[config.mk]
export PLATFORM = sky130hd
export DESIGN_NAME = free_list_recovery_ctrl
export DESIGN_NICKNAME = d
export VERILOG_FILES = /design/src/rtl/free_list_recovery_ctrl_pkg.sv /design/src/rtl/free_list_recovery_ctrl_pend_free_fifo.sv /design/src/rtl/free_list_recovery_ctrl.sv
export SDC_FILE = /design/constraint.sdc
export NUM_CORES = 1
export LEC_CHECK = 0
export ABC_CLOCK_PERIOD_IN_PS = 14800
export CORE_MARGIN = 5
export CORE_UTILIZATION = 57
export CTS_CLUSTER_DIAMETER = 60
export CTS_CLUSTER_SIZE = 16
export DETAILED_ROUTE_END_ITERATION = 10
export DONT_BUFFER_PORTS = 1
export MAX_ROUTING_LAYER = met4
export PLACE_DENSITY = 0.75
export SLEW_MARGIN = 5
export SYNTH_ARGS = -nofsm -noshare
export SYNTH_HDL_FRONTEND = slang
export SYNTH_SLANG_ARGS = --single-unit
[constraint.sdc]
create_clock -name clk -period 14.8 [get_ports clk]
set_input_delay 2.96 -clock clk [delete_from_list [all_inputs] [get_ports clk]]
set_output_delay 2.96 -clock clk [all_outputs]
set_load 0.05 [all_outputs]
[src/rtl/free_list_recovery_ctrl_pkg.sv]
// Shared constants and types for the free-list recovery controller.
package free_list_recovery_ctrl_pkg;

  localparam int unsigned NUM_PHYS_REG = 64;
  localparam int unsigned NUM_ARCH_REG = 32;
  localparam int unsigned PEND_DEPTH   = 4;

  localparam int unsigned PHYS_W = $clog2(NUM_PHYS_REG);
  localparam int unsigned ARCH_W = $clog2(NUM_ARCH_REG);
  localparam int unsigned PEND_W = $clog2(PEND_DEPTH);

  typedef enum logic [1:0] {
    StIdle,
    StClear,
    StWalk,
    StDrain
  } recovery_state_t;

endpackage

[src/rtl/free_list_recovery_ctrl_pend_free_fifo.sv]
// Small synchronous FIFO holding frees that arrive while the free list is being rebuilt.
// Pointers carry an extra wrap bit so full and empty are distinguishable.
module pend_free_fifo #(
  parameter int unsigned DEPTH = 4,
  parameter int unsigned WIDTH = 6
) (
  input  logic                       clk,
  input  logic                       rst,
  input  logic                       push_i,
  input  logic [WIDTH-1:0]           data_i,
  input  logic                       pop_i,
  output logic                       empty_o,
  output logic                       drop_o,
  output logic [$clog2(DEPTH):0]     count_o,
  output logic [WIDTH-1:0]           head_o
);

  localparam int unsigned AW = $clog2(DEPTH);

  logic [AW:0]      wr_q, rd_q;
  logic [WIDTH-1:0] mem_q [DEPTH];
  logic             full, do_push, do_pop;

  // Occupancy flags and accept/drop decisions.
  always_comb begin
    empty_o = (wr_q == rd_q);
    full    = (wr_q[AW] != rd_q[AW]) && (wr_q[AW-1:0] == rd_q[AW-1:0]);
    do_pop  = pop_i && !empty_o;
    // A full FIFO still accepts a push when the head leaves in the same cycle.
    do_push = push_i && (!full || do_pop);
    drop_o  = push_i && !do_push;
    count_o = wr_q - rd_q;
    head_o  = mem_q[rd_q[AW-1:0]];
  end

  // Pointer update.
  always_ff @(posedge clk) begin
    if (rst) begin
      wr_q <= '0;
      rd_q <= '0;
    end else begin
      if (do_push) wr_q <= wr_q + 1'b1;
      if (do_pop)  rd_q <= rd_q + 1'b1;
    end
  end

  // Storage write; contents are don't-care while empty, so no reset.
  always_ff @(posedge clk) begin
    if (do_push) mem_q[wr_q[AW-1:0]] <= data_i;
  end

endmodule

[src/rtl/free_list_recovery_ctrl.sv]
// Sequences the physical-register free list: pass-through in normal operation,
// clear-then-walk rebuild from the retirement RAT after a ROB flush, with frees
// arriving during the rebuild parked in a FIFO and replayed afterwards.
module free_list_recovery_ctrl
  import free_list_recovery_ctrl_pkg::*;
(
  input  logic              clk,
  input  logic              rst,
  input  logic              rob_flush_i,
  input  logic [PHYS_W-1:0] rrf_regs_i [NUM_ARCH_REG],
  input  logic              commit_free_valid_i,
  input  logic [PHYS_W-1:0] commit_free_reg_i,
  input  logic              dispatch_req_i,
  output logic              dispatch_grant_o,
  input  logic              fl_empty_i,
  output logic              fl_dequeue_o,
  output logic              fl_set_all_free_o,
  output logic              fl_mark_used_valid_o,
  output logic [PHYS_W-1:0] fl_mark_used_reg_o,
  output logic              fl_enqueue_o,
  output logic [PHYS_W-1:0] fl_freed_reg_o,
  output logic              recovery_busy_o,
  output logic              pend_overflow_o
);

  localparam logic [ARCH_W-1:0] LastIdx = ARCH_W'(NUM_ARCH_REG - 1);

  recovery_state_t   state_q, state_d;
  logic [ARCH_W-1:0] idx_q, idx_d;
  logic [PHYS_W-1:0] snap_q [NUM_ARCH_REG];
  logic              ovf_q;

  logic              push, pop, fifo_empty, fifo_drop;
  logic [PEND_W:0]   fifo_count;
  logic [PHYS_W-1:0] fifo_head;

  pend_free_fifo #(
    .DEPTH (PEND_DEPTH),
    .WIDTH (PHYS_W)
  ) u_pend_fifo (
    .clk     (clk),
    .rst     (rst),
    .push_i  (push),
    .data_i  (commit_free_reg_i),
    .pop_i   (pop),
    .empty_o (fifo_empty),
    .drop_o  (fifo_drop),
    .count_o (fifo_count),
    .head_o  (fifo_head)
  );

  // Next-state and free-list strobes; everything is held low during reset.
  always_comb begin
    state_d              = state_q;
    idx_d                = idx_q;
    push                 = 1'b0;
    pop                  = 1'b0;
    dispatch_grant_o     = 1'b0;
    fl_dequeue_o         = 1'b0;
    fl_set_all_free_o    = 1'b0;
    fl_mark_used_valid_o = 1'b0;
    fl_mark_used_reg_o   = '0;
    fl_enqueue_o         = 1'b0;
    fl_freed_reg_o       = '0;
    recovery_busy_o      = 1'b0;
    if (!rst) begin
      recovery_busy_o = (state_q != StIdle);
      unique case (state_q)
        StIdle: begin
          dispatch_grant_o = dispatch_req_i && !fl_empty_i && !rob_flush_i;
          fl_dequeue_o     = dispatch_grant_o;
          fl_enqueue_o     = commit_free_valid_i && !rob_flush_i;
          fl_freed_reg_o   = commit_free_reg_i;
          // A free coincident with the flush would be wiped by the clear, so park it.
          push             = commit_free_valid_i && rob_flush_i;
        end
        StClear: begin
          fl_set_all_free_o = 1'b1;
          idx_d             = '0;
          push              = commit_free_valid_i;
          state_d           = StWalk;
        end
        StWalk: begin
          fl_mark_used_valid_o = 1'b1;
          fl_mark_used_reg_o   = snap_q[idx_q];
          idx_d                = idx_q + 1'b1;
          push                 = commit_free_valid_i;
          if (idx_q == LastIdx) state_d = (!fifo_empty || push) ? StDrain : StIdle;
        end
        StDrain: begin
          push = commit_free_valid_i;
          // Entries stay queued if a new flush is about to clear the list again.
          if (!fifo_empty && !rob_flush_i) begin
            pop            = 1'b1;
            fl_enqueue_o   = 1'b1;
            fl_freed_reg_o = fifo_head;
          end
          if (fifo_count == {{PEND_W{1'b0}}, pop} && !push) state_d = StIdle;
        end
        default: state_d = StIdle;
      endcase
      if (rob_flush_i) state_d = StClear;
    end
  end

  // Control state and sticky overflow flag.
  always_ff @(posedge clk) begin
    if (rst) begin
      state_q <= StIdle;
      idx_q   <= '0;
      ovf_q   <= 1'b0;
    end else begin
      state_q <= state_d;
      idx_q   <= idx_d;
      if (fifo_drop) ovf_q <= 1'b1;
    end
  end

  // RRF snapshot taken in CLEAR so a commit coincident with the flush is included.
  always_ff @(posedge clk) begin
    if (!rst && state_q == StClear) snap_q <= rrf_regs_i;
  end

  assign pend_overflow_o = ovf_q;

endmodule

# Word level (Yosys, flattened, before mapping)
# Memories as Yosys holds them, arrays and structs flattened. A register that Yosys moved wholly into a read port is not among the register bits.
# Cells that the tools add are included.
# Widths: inputs -> output; s select.
dict set report totals {
  regBits 206
  ramBits 24
  in_bits 204
  mem_count 1
}
dict set report classes {
  add_sub_neg 4
  magnitude_cmp 1
  n_eq_ne 12
  muxes 34
  bitwise_logic 1
  reduce_logical 29
}
# name depth width rd rd_ports_with_merged_regs write_ports line_no
set memory_table {}
lappend memory_table {u_pend_fifo.mem_q 4 6 1 1 1 free_list_recovery_ctrl_pend_free_fifo.sv:21} ;# logic [WIDTH-1:0] mem_q [DEPTH];
# cell n
set op_table {}
lappend op_table {{$mux 6} 6}
lappend op_table {{$bmux 6 s5} 1}
lappend op_table {{$mux 1} 17}
lappend op_table {{$pmux 6 s2} 1}
lappend op_table {{$logic_and 1x1->1} 11}
lappend op_table {{$mux 2} 5}
lappend op_table {{$pmux 5 s2} 1}
lappend op_table {{$logic_not 1->1} 7}
lappend op_table {{$add 3x1->3 const B} 2}
lappend op_table {{$ge 6x6->1 const B} 1}
lappend op_table {{$ne 3x3->1 const B} 2}
lappend op_table {{$not 5->6} 1}
lappend op_table {{$pmux 2 s3} 1}
lappend op_table {{$reduce_and 3->1} 2}
lappend op_table {{$add 5x1->5 const B} 1}
lappend op_table {{$eq 5x5->1 const B} 1}
lappend op_table {{$eq 2x2->1 const B} 2}
lappend op_table {{$ne 2x2->1 const B} 2}
lappend op_table {{$pmux 1 s2} 2}
lappend op_table {{$reduce_bool 2->1} 2}
lappend op_table {{$reduce_bool 4->1} 1}
lappend op_table {{$eq 3x1->1} 1}
lappend op_table {{$eq 3x3->1} 1}
lappend op_table {{$reduce_bool 3->1} 1}
lappend op_table {{other kinds (8)} 9}

# Logic depth before layout (Yosys ltp)
# Gate-level depths: netlist of the first run.
dict set report logic_depth {
  word_depth 13
  ltp_mapped 9
  depth_no_buf 8
}

# By module
# A second synthesis of the first run with hierarchy kept.
dict set report unflattened {
  cells_unflattened 486
  hier_area_um2 9481.6
}
# module instances cells_per_inst area_per_inst_um2 seq_area_each_um2
set modules_own_cells {}
lappend modules_own_cells {free_list_recovery_ctrl 1 398 8067.7 5925.7}
lappend modules_own_cells {pend_free_fifo 1 88 1413.9 880.8}

# Worst setup path after synthesis of the first run
# Ideal clock, no wire load.
dict set report synth_timing {
  kind {input port to output port}
  from {input rst}
  to {output fl_set_all_free_o}
  arrival_time_ns 12.178
  t_required_ns 11.840
  slack_ns -0.338
  path_stages 2
  path_buffers 1
  path_cell_list {clkbuf_1 > nor2b_1}
}
dict set report synth_between {
  elab_chain_cells 1
}
# element line_no
set synth_rtl {}
lappend synth_rtl {{start: declaration} free_list_recovery_ctrl.sv:8} ;# input logic rst,
lappend synth_rtl {{$mux 1} free_list_recovery_ctrl.sv:66} ;# if (!rst) begin
lappend synth_rtl {{end: declaration} free_list_recovery_ctrl.sv:17} ;# output logic fl_set_all_free_o,
# Every way passes these cells.

# Worst setup path in the final report of the first run
dict set report layout_timing {
  from {input rst}
  to {output fl_mark_used_reg_o[1]}
}
dict set report layout_between {
  elab_chain_cells 1
}
# element line_no
set layout_rtl {}
lappend layout_rtl {{$mux 6} free_list_recovery_ctrl.sv:66}
lappend layout_rtl {{end: declaration} free_list_recovery_ctrl.sv:19} ;# output logic [PHYS_W-1:0] fl_mark_used_reg_o,
# Every way passes these cells.

==> results.sh, run 1 <==
export IMPL_critPathMaxFanout=22
export IMPL_setup_worst_path_start_class="input pin"
export IMPL_drtIter0Drc=283
export IMPL_maxCapViolCount=0
export IMPL_crit_arrival_ns=4.20
export IMPL_die_h_um=138.8
export IMPL_pwr_share_comb_pct=4.9
export IMPL_crit_path_max_incr_delay_ns=0.55
export IMPL_synth_edf_count=216
export IMPL_ios=223
export IMPL_drive_gt1_share_pct=17.62
export IMPL_dp_hpwl_um=13620
export IMPL_clock_sinks=232
export IMPL_routed_via_count=4543
export IMPL_crit_type="input pin to output pin"
export IMPL_wirelength_um=19320
export IMPL_power_density_nw_per_um2=124.8
export IMPL_antenna_found_initial=6
export IMPL_clk_pin_slew_ns=0.07
export IMPL_synth_fp_nets=716
export IMPL_setup_viol_count_final=0
export IMPL_gp_congestion=0.8224
export IMPL_critPathSlowestCell="o311a_1"
export IMPL_synth_top_area_share_pct=68.58
export IMPL_grt_overflow=0
export IMPL_areaGrowthSynthToFinish_pct=7.872
export IMPL_vias_per_cell=6.215
export IMPL_power_frac_clock_pct=35.6
export IMPL_die_x_um=138.8
export IMPL_p_switching_mw=0.2517
export IMPL_numCtsBuffers=18
export IMPL_fin_ws_ns=7.637
export IMPL_peakVddDrop_v=0.00009967
export IMPL_finalCritPeriodShare_pct=48.40
export IMPL_io_buffers=0
export IMPL_hp_class="register to register"
export IMPL_leakage_nw=3.123
export IMPL_worstPathRequired_ns=11.84
export IMPL_skew_ns=0.01070
export IMPL_grt_pass1_wl_um=29100
export IMPL_grt_max_degree=77
export IMPL_start_util_pct=57.65
export IMPL_period_minus_slack_ns=7.163
export IMPL_final_common_cell="edfxtp_1"
export IMPL_total_power_mw=1.273
export IMPL_critPathCaptureType="output pin"
export IMPL_pre_cts_slack_ns=7.578
export IMPL_slew_violations=0
export IMPL_maxSlewHeadroom_pct=23.46
export IMPL_first_pass_iters=5
export IMPL_syn_area_per_cell_sq_um=19.03
export IMPL_layout_common_cells="216 x edfxtp_1, 41 x mux4_2, 38 x mux2i_1, 26 x nor2_1, 19 x clkbuf_16"
export IMPL_register_area_sq_um=6813
export IMPL_nets=718
export IMPL_grt_pass1_vias=4937
export IMPL_async_flop_share_pct=0
export IMPL_ys_types=52
export IMPL_ctsResizeCount=0
export IMPL_worstPathCellList="nand2b_1 > a31oi_1 > o311a_1"
export IMPL_nFillCells=1109
export IMPL_rows=47
export IMPL_yosysTopAreaCell="edfxtp_1"
export IMPL_power_frac_seq_pct=59.5
export IMPL_synth_seq_cells=232
export IMPL_cts_hold_buf=0
export IMPL_fin_setup_tns_ns=0
export IMPL_cts_tree="done"
export IMPL_antenna_left=0
export IMPL_tightest_slew_ns=1.146
export IMPL_synth_cells=497
export IMPL_synthFlopType="edfxtp_1"
export IMPL_status="completed"
export IMPL_avgRoutedWirePerCell_um=26.43
export IMPL_hold_ws_ns=0.5187
export IMPL_grt_usage_pct=20.49
export IMPL_root_buffer="clkbuf_16"
export IMPL_htree_levels=1
export IMPL_swShare_pct=19.77
export IMPL_ys_seq_area_share_pct=71.97
export IMPL_clk_latency_ns=0.48
export IMPL_cts_post_setup_buffers_inserted=0
export IMPL_coreArea_sq_um=16410
export IMPL_hold_viol_final=0
export IMPL_multiInputGateArea_sq_um=2457
export IMPL_netlist_area_sq_um=9458
export IMPL_fmax_mhz=139.6
export IMPL_cts_buffer_depth=3
export IMPL_synth_area_leaders="edfxtp_1 69%, mux4_2 9.8%, mux2i_1 4.0%"
export IMPL_drcViolationCount=0
export IMPL_intPower_mw=1.021
export IMPL_die_area_sq_um=19270
export IMPL_rsz0062_at_grt="false"
export IMPL_yosys_warnings=0
-- state kept, by name (all words and copies together), names as in the netlist, named ones only --
name and flops:
idx_q 5, u_pend_fifo.mem_q 24, snap_q 192, u_pend_fifo.rd_q 3, state_q 2, pend_overflow_o 1
u_pend_fifo.wr_q 3
-- cells in the mapped netlist (7+ instances only) --
| cell type | n |
|---|---|
| mux4_2 | 41 |
| ha_1 | 14 |
| dfxtp_1 | 16 |
| nand2_1 | 8 |
| o221ai_1 | 7 |
| edfxtp_1 | 216 |
| mux2i_1 | 38 |
| inv_1 | 11 |
| nor2_1 | 26 |
| clkbuf_1 | 11 |
| a22oi_1 | 9 |
| a21oi_1 | 11 |
-- final cells by class --
cell class                 count  area share (%)
antenna                        6          0.1472
timing repair buffer           9          0.6990
clock buffer                  24           4.844
clock inverter                 2          0.3434
sequential                   232           66.78
multi-input combinational    227           24.09
inverter                      11          0.4047
tap                          220           2.698
-- power groups by stage --
stage | clock [mW] | combinational [mW] | sequential, mW
after floorplan | 0 | 0.0525 | 0.773
after global placement | 0 | 0.0612 | 0.771
after detailed placement | 0 | 0.0629 | 0.773
after CTS | 0.464 | 0.0631 | 0.758
after global routing | 0.496 | 0.0680 | 0.760
final | 0.453 | 0.0625 | 0.758
-- path summary, 6_finish.rpt --
| path | from | to | slack, ns | depth (start not counted) |
|---|---|---|---|---|
| max | rst | fl_mark_used_reg_o[1] | 7.64 | 3 |
| min | state_q[0] | state_q[0] | 0.52 | 2 |
| max reg2reg | state_q[1] | snap_q[165] | 11.33 | 6 |
| min reg2reg | state_q[0] | state_q[0] | 0.52 | 2 |
-- metal layers --
metal	track usage [%]	wire length, um
met5	-	0
met4	4.737	328
met3	6.034	1616
met2	32.83	9823
met1	26.33	7550
-- per-stage QoR --
stage / cells / util (%) / cell area (sq um)
final: 731 / 62.18 / 10200
after global routing: 731 / 62.18 / 10200
after CTS: 725 / 62.09 / 10190
after detailed placement: 699 / 58.87 / 9658
after global placement: 699 / 58.87 / 9658
after floorplan: 497 / - / 9460
-- critical path, delay by kind of cell --
| kind | cells | cell delay [ns] |
|---|---|---|
| and+or+nand+nor | 1 | 0.37 |
| AOI/OAI and AO/OA | 2 | 0.86 |
-- logic make-up after synthesis --
| logic type | count (synthesis) | synth area share [%] |
|---|---|---|
| buf+inv | 38 | 2.408 |
| simple gates | 68 | 3.717 |
| flops | 232 | 71.97 |
| compound gates | 57 | 4.882 |
| xor+xnor | 6 | 0.7806 |
| mux | 81 | 14.18 |
| fa+ha+maj | 15 | 2.064 |
Power figures use the tool's default switching activity.
==> run 2: changes to the inputs <==
ABC_CLOCK_PERIOD_IN_PS = 6300   (was 14800)
clock period = 6.3 ns   (was 14.8 ns; I/O delays follow)
==> run 2 against run 1 <==
Against the previous run: first-iteration DRC count decreased by 8.5%; global-route usage decreased by 0.84 points; combinational power increased by 130%; critical path depth increased by 1; clock skew increased by 0.0026 ns; via count decreased by 0.92%; design area increased by 0.61%; worst hold slack improved by 0.00058 ns; clock power increased to 2.5 times the previous value; sequential power increased by 130%; largest power group unchanged.
==> results.sh, run 2 (synthesized netlist as in run 1, its figures left out) <==
export IMPL_cts_hold_buf=0
export IMPL_die_area_sq_um=19270
export IMPL_gp_congestion=0.7893
export IMPL_drcViolationCount=0
export IMPL_skew_ns=0.01331
export IMPL_clock_sinks=232
export IMPL_grt_overflow=0
export IMPL_die_h_um=138.8
export IMPL_layout_common_cells="216 x edfxtp_1, 41 x mux4_2, 38 x mux2i_1, 26 x nor2_1, 22 x clkbuf_16"
export IMPL_critPathCaptureType="output pin"
export IMPL_root_buffer="clkbuf_16"
export IMPL_fin_setup_tns_ns=0
export IMPL_grt_max_degree=147
export IMPL_dp_hpwl_um=13290
export IMPL_first_pass_iters=5
export IMPL_rsz0062_at_grt="false"
export IMPL_power_density_nw_per_um2=300.1
export IMPL_tightest_slew_ns=1.069
export IMPL_maxCapViolCount=0
export IMPL_crit_arrival_ns=3.28
export IMPL_io_buffers=0
export IMPL_max_flop_register="snap_q"
export IMPL_critPathMaxFanout=36
export IMPL_crit_type="register to output pin"
export IMPL_avgRoutedWirePerCell_um=25.62
export IMPL_peakVddDrop_v=0.0002411
export IMPL_rows=47
export IMPL_dp_cells=696
export IMPL_clk_pin_slew_ns=0.06
export IMPL_antenna_found_initial=2
export IMPL_grt_pass1_vias=4880
export IMPL_nets=717
export IMPL_worstPathRequired_ns=5.04
export IMPL_finalCritPeriodShare_pct=72.11
export IMPL_final_common_cell="edfxtp_1"
export IMPL_setup_worst_path_start_class="register"
export IMPL_start_util_pct=57.65
export IMPL_cts_tree="done"
export IMPL_grt_pass1_wl_um=28090
export IMPL_slew_violations=0
export IMPL_numCtsBuffers=20
export IMPL_hp_class="register to register"
export IMPL_final_cell_count_no_fill=728
export IMPL_antenna_left=0
export IMPL_routed_via_count=4501
export IMPL_die_x_um=138.8
export IMPL_setup_viol_count_final=0
export IMPL_fmax_mhz=220.1
export IMPL_period_minus_slack_ns=4.543
export IMPL_clk_latency_ns=0.49
export IMPL_areaGrowthSynthToFinish_pct=8.532
export IMPL_vias_per_cell=6.183
export IMPL_cts_buffer_depth=3
export IMPL_largest_register_ffs=192
export IMPL_final_core_util_pct=62.56
export IMPL_ctsResizeCount=0
export IMPL_drtIter0Drc=259
export IMPL_nFillCells=1108
export IMPL_wirelength_um=18650
export IMPL_htree_levels=1
export IMPL_grt_usage_pct=19.64
export IMPL_drive_gt1_share_pct=18.18
export IMPL_status="completed"
export IMPL_cts_post_setup_buffers_inserted=0
export IMPL_leakage_nw=3.146
export IMPL_maxSlewHeadroom_pct=28.73
export IMPL_hold_viol_final=0
export IMPL_ios=223
export IMPL_coreArea_sq_um=16410
[run 2: cell count changes in the layout (fill, tap and decap cells not counted)]
| cell | before | now |
|---|---|---|
| diode_2 | 6 | 2 |
| clkinv_4 | 0 | 2 |
| clkinv_2 | 1 | 0 |
| buf_12 | 0 | 1 |
| clkinv_8 | 0 | 1 |
| clkbuf_16 | 19 | 22 |
| inv_6 | 0 | 1 |
| bufinv_16 | 1 | 0 |
| clkbuf_1 | 5 | 3 |
| clkinvlp_4 | 0 | 1 |
| buf_4 | 8 | 4 |
[run 2: per-stage QoR]
stage               hold WS [ns]  setup WS [ns]  power (mW)  cell area, sq um
global route              0.5456          1.529       3.200             10260
finish                    0.5193          1.757       3.081             10260
detailed placement        0.5124          2.236       1.964              9648
floorplan                 0.4781         0.5449       1.934              9465
CTS                       0.5221          1.715       3.119             10260
global placement          0.4892          2.296       1.957              9648
[run 2: cell type report]
cell class	instances	area (sq um)	share of cell area, %
multi-input combinational	227	2457	23.94
clock inverter	5	50.05	0.4876
timing repair buffer	6	61.31	0.5973
sequential	232	6813	66.37
tap	220	275.3	2.682
antenna	2	5.005	0.04876
inverter	11	41.29	0.4022
clock buffer	25	561.8	5.473
[run 2: path summary, 6_finish.rpt]
check	start	endpoint	slack [ns]	cells past startpoint
setup / recovery	idx_q[2]	fl_mark_used_reg_o[5]	1.76	4
hold / removal	state_q[0]	state_q[0]	0.52	2
setup reg to reg	idx_q[0]	state_q[0]	3.71	7
hold reg to reg	state_q[0]	state_q[0]	0.52	2
[run 2: metal layers]
metal  wire length (um)  part of all wire [%]  up-vias  track usage [%]
li1                   -                     -     2009                -
met1               7047                    38     2288            23.40
met2               9661                    52      187            33.55
met3               1749                   9.4       17            6.138
met4                195                   1.0        0            3.811
met5                  0                     0        -                -
[run 2: where the power goes]
group	internal, mW	switching (mW)	total [mW]
Sequential	1.76	0.0231	1.78
Combinational	0.0525	0.0929	0.145
Clock	0.636	0.516	1.15
[run 2: critical path: stages, from the launching register on]
cell,delay [ns]
dfxtp_2,0.95
nand3b_1,0.52
o221ai_1,0.37
a21oi_1,0.09
a211oi_2,0.85
==> run 3: changes to the inputs <==
ABC_AREA = 1   (was default)
ABC_CLOCK_PERIOD_IN_PS = 3950   (was 6300)
clock period = 3.95 ns   (was 6.3 ns; I/O delays follow)
==> run 3 against run 2 <==
Against the previous run: sequential share of layout area fell by 1.5 points; non-clock buffer count increased by 19; clock skew is 0.0024 ns lower; clock power rose by 47%; register-to-register slack lost 2.0 ns; synthesized cell count rose by 65%; sequential power increased by 62%; via count increased by 40%; sequential cell count did not move; synthesized area is 2.2% higher; global-route usage grew 4.2 points; setup slack got worse by 1.3 ns.
==> results.sh, run 3 <==
export IMPL_grt_usage_pct=23.84
export IMPL_hold_ws_ns=0.3772
export IMPL_clk_latency_ns=0.48
export IMPL_layout_common_cells="216 x edfxtp_1, 166 x nor2_1, 94 x o21ai_0, 89 x nand2_1, 48 x nand3_1"
export IMPL_clk_pin_slew_ns=0.07
export IMPL_intPower_mw=3.844
export IMPL_cts_hold_buf=0
export IMPL_largest_register_ffs=192
export IMPL_total_power_mw=4.953
export IMPL_power_frac_clock_pct=34.2
export IMPL_io_buffers=0
export IMPL_drtIter0Drc=550
export IMPL_synth_top_area_share_pct=67.13
export IMPL_synth_simple_area_share_pct=13.25
export IMPL_slew_violations=0
export IMPL_synth_fp_nets=1038
export IMPL_pwr_share_comb_pct=7.4
export IMPL_antenna_found_initial=5
export IMPL_yosysTopAreaCell="edfxtp_1"
export IMPL_avgRoutedWirePerCell_um=21.89
export IMPL_drcViolationCount=0
export IMPL_yosys_warnings=0
export IMPL_grt_use_met2_pct=37.60
export IMPL_synth_top_family_by_area="simple AND/OR/NAND/NOR gates"
export IMPL_routed_via_count=6294
export IMPL_ctsResizeCount=0
export IMPL_antenna_left=0
export IMPL_first_pass_iters=5
export IMPL_post_synth_top_count_cell="edfxtp_1"
export IMPL_status="completed"
export IMPL_maxSlewHeadroom_pct=37.66
export IMPL_top_usage_layer="met2"
export IMPL_skew_ns=0.01089
export IMPL_coreArea_sq_um=16580
export IMPL_grt_overflow=0
export IMPL_period_minus_slack_ns=3.444
export IMPL_gp_congestion=0.8767
export IMPL_critPathMaxFanout=16
export IMPL_numCtsBuffers=19
export IMPL_start_util_pct=58.26
export IMPL_synthFlopType="edfxtp_1"
export IMPL_wirelength_um=23190
export IMPL_async_flop_share_pct=0
export IMPL_crit_arrival_ns=2.65
export IMPL_synth_edf_count=216
export IMPL_maxCapViolCount=0
export IMPL_hold_viol_final=0
export IMPL_critPathCaptureType="output pin"
export IMPL_multiInputGateArea_sq_um=2477
export IMPL_ios=223
export IMPL_netlist_area_sq_um=9662
export IMPL_root_buffer="clkbuf_16"
export IMPL_drive_gt1_share_pct=7.572
export IMPL_areaGrowthSynthToFinish_pct=8.612
export IMPL_cts_buffer_depth=3
export IMPL_power_frac_seq_pct=58.4
export IMPL_met3_usage_pct=7.055
export IMPL_syn_area_per_cell_sq_um=11.80
export IMPL_grt_pass1_wl_um=35370
export IMPL_synth_top_cells_by_count="216 x edfxtp_1, 168 x nor2_1, 94 x o21ai_0"
export IMPL_rows=47
export IMPL_p_switching_mw=1.110
export IMPL_synth_compound_area_share_pct=9.324
export IMPL_synth_xor_area_share_pct=0.2720
export IMPL_vias_per_cell=5.943
export IMPL_dp_hpwl_um=16100
export IMPL_die_x_um=140.2
export IMPL_hp_class="input pin to register"
export IMPL_synth_cells=819
export IMPL_register_area_sq_um=6812
export IMPL_cts_tree="done"
export IMPL_synth_seq_cells=232
export IMPL_swShare_pct=22.40
export IMPL_cts_post_setup_buffers_inserted=0
export IMPL_final_core_util_pct=63.28
export IMPL_htree_levels=1
export IMPL_setup_worst_path_start_class="register"
export IMPL_nets=1043
export IMPL_place_area_sq_um=9947
export IMPL_synth_mux_area_share_pct=0.6216
export IMPL_final_area_sq_um=10490
export IMPL_ys_seq_area_share_pct=70.45
export IMPL_finalCritPeriodShare_pct=87.20
export IMPL_grt_pass1_vias=6286
export IMPL_final_common_cell="edfxtp_1"
export IMPL_rsz0062_at_grt="false"
export IMPL_grt_max_degree=104
export IMPL_setup_viol_count_final=0
export IMPL_leakage_nw=3.646
export IMPL_synth_area_leaders="edfxtp_1 67%, nor2_1 6.5%, o21ai_0 4.9%"
export IMPL_max_flop_register="snap_q"
export IMPL_tightest_slew_ns=0.9301
export IMPL_crit_type="register to output pin"
export IMPL_fmax_mhz=290.3
export IMPL_power_density_nw_per_um2=472.0
export IMPL_use_met1_pct=30.66
export IMPL_die_area_sq_um=19650
export IMPL_yosys_area_share_adder_pct=2.020
export IMPL_clock_sinks=232
export IMPL_nFillCells=1267
export IMPL_peakVddDrop_v=0.0003407
export IMPL_worstPathRequired_ns=3.16
export IMPL_ys_types=33
export IMPL_die_h_um=140.2
-- run 3: final timing paths --
| check | startpoint | slack (ns) | end | cells past startpoint |
|---|---|---|---|---|
| max | idx_q[2] | 0.51 | fl_mark_used_reg_o[2] | 9 |
| min | rst | 0.38 | state_q[0] | 1 |
| min reg2reg | state_q[1] | 0.52 | state_q[1] | 2 |
| max reg2reg | idx_q[1] | 1.68 | state_q[0] | 11 |
-- run 3: logic make-up (layout without fill, tap and decap cells) --
kind of cell,Yosys count,in the layout
AO/OA/AOI/OAI,164,164
XOR/XNOR,3,3
adder cells (fa/ha/maj),15,15
buffers and inverters,82,95
flip-flops,232,232
multiplexers,6,6
other,0,7
AND/OR/NAND/NOR,317,317
-- run 3: power by group through the flow --
stage               sequential, mW  combinational, mW  clock (mW)
finish                        2.89              0.365        1.69
global route                  2.90              0.406        1.84
CTS                           2.89              0.365        1.74
detailed placement            2.95              0.362           0
global placement              2.94              0.350           0
floorplan                     2.94              0.274           0
-- run 3: per-stage QoR --
step	instances	setup TNS (ns)	setup WS (ns)
final	1059	0	0.5056
after global routing	1057	0	0.3182
after CTS	1052	0	0.4737
after detailed placement	1023	0	1.015
after global placement	1023	0	1.033
after floorplan	819	-85.42	-0.7321
-- run 3: cell type report --
type / instances / share of cell area (%)
clock inverters: 3 / 0.2623
multi-input cells: 505 / 23.61
clock buffers: 26 / 4.781
diodes: 7 / 0.1669
flip-flops and latches: 232 / 64.91
repair buffers: 25 / 2.182
inverters: 41 / 1.467
well taps: 220 / 2.623
-- run 3: routing by layer --
layer  up-vias  share of wire (%)
met2       304                 48
met4         0                2.1
met1      3046                 40
li1       2903                  -
met5         -                  0
met3        41                9.9
-- run 3: worst max-delay path, stage by stage, from the launching register on --
cell,delay (ns)
dfxtp_1,0.75
nand2_1,0.25
inv_1,0.39
nand2_1,0.10
nand2_1,0.07
nor2_1,0.08
nand2_1,0.07
nand2_1,0.05
nor2_1,0.17
buf_4,0.24
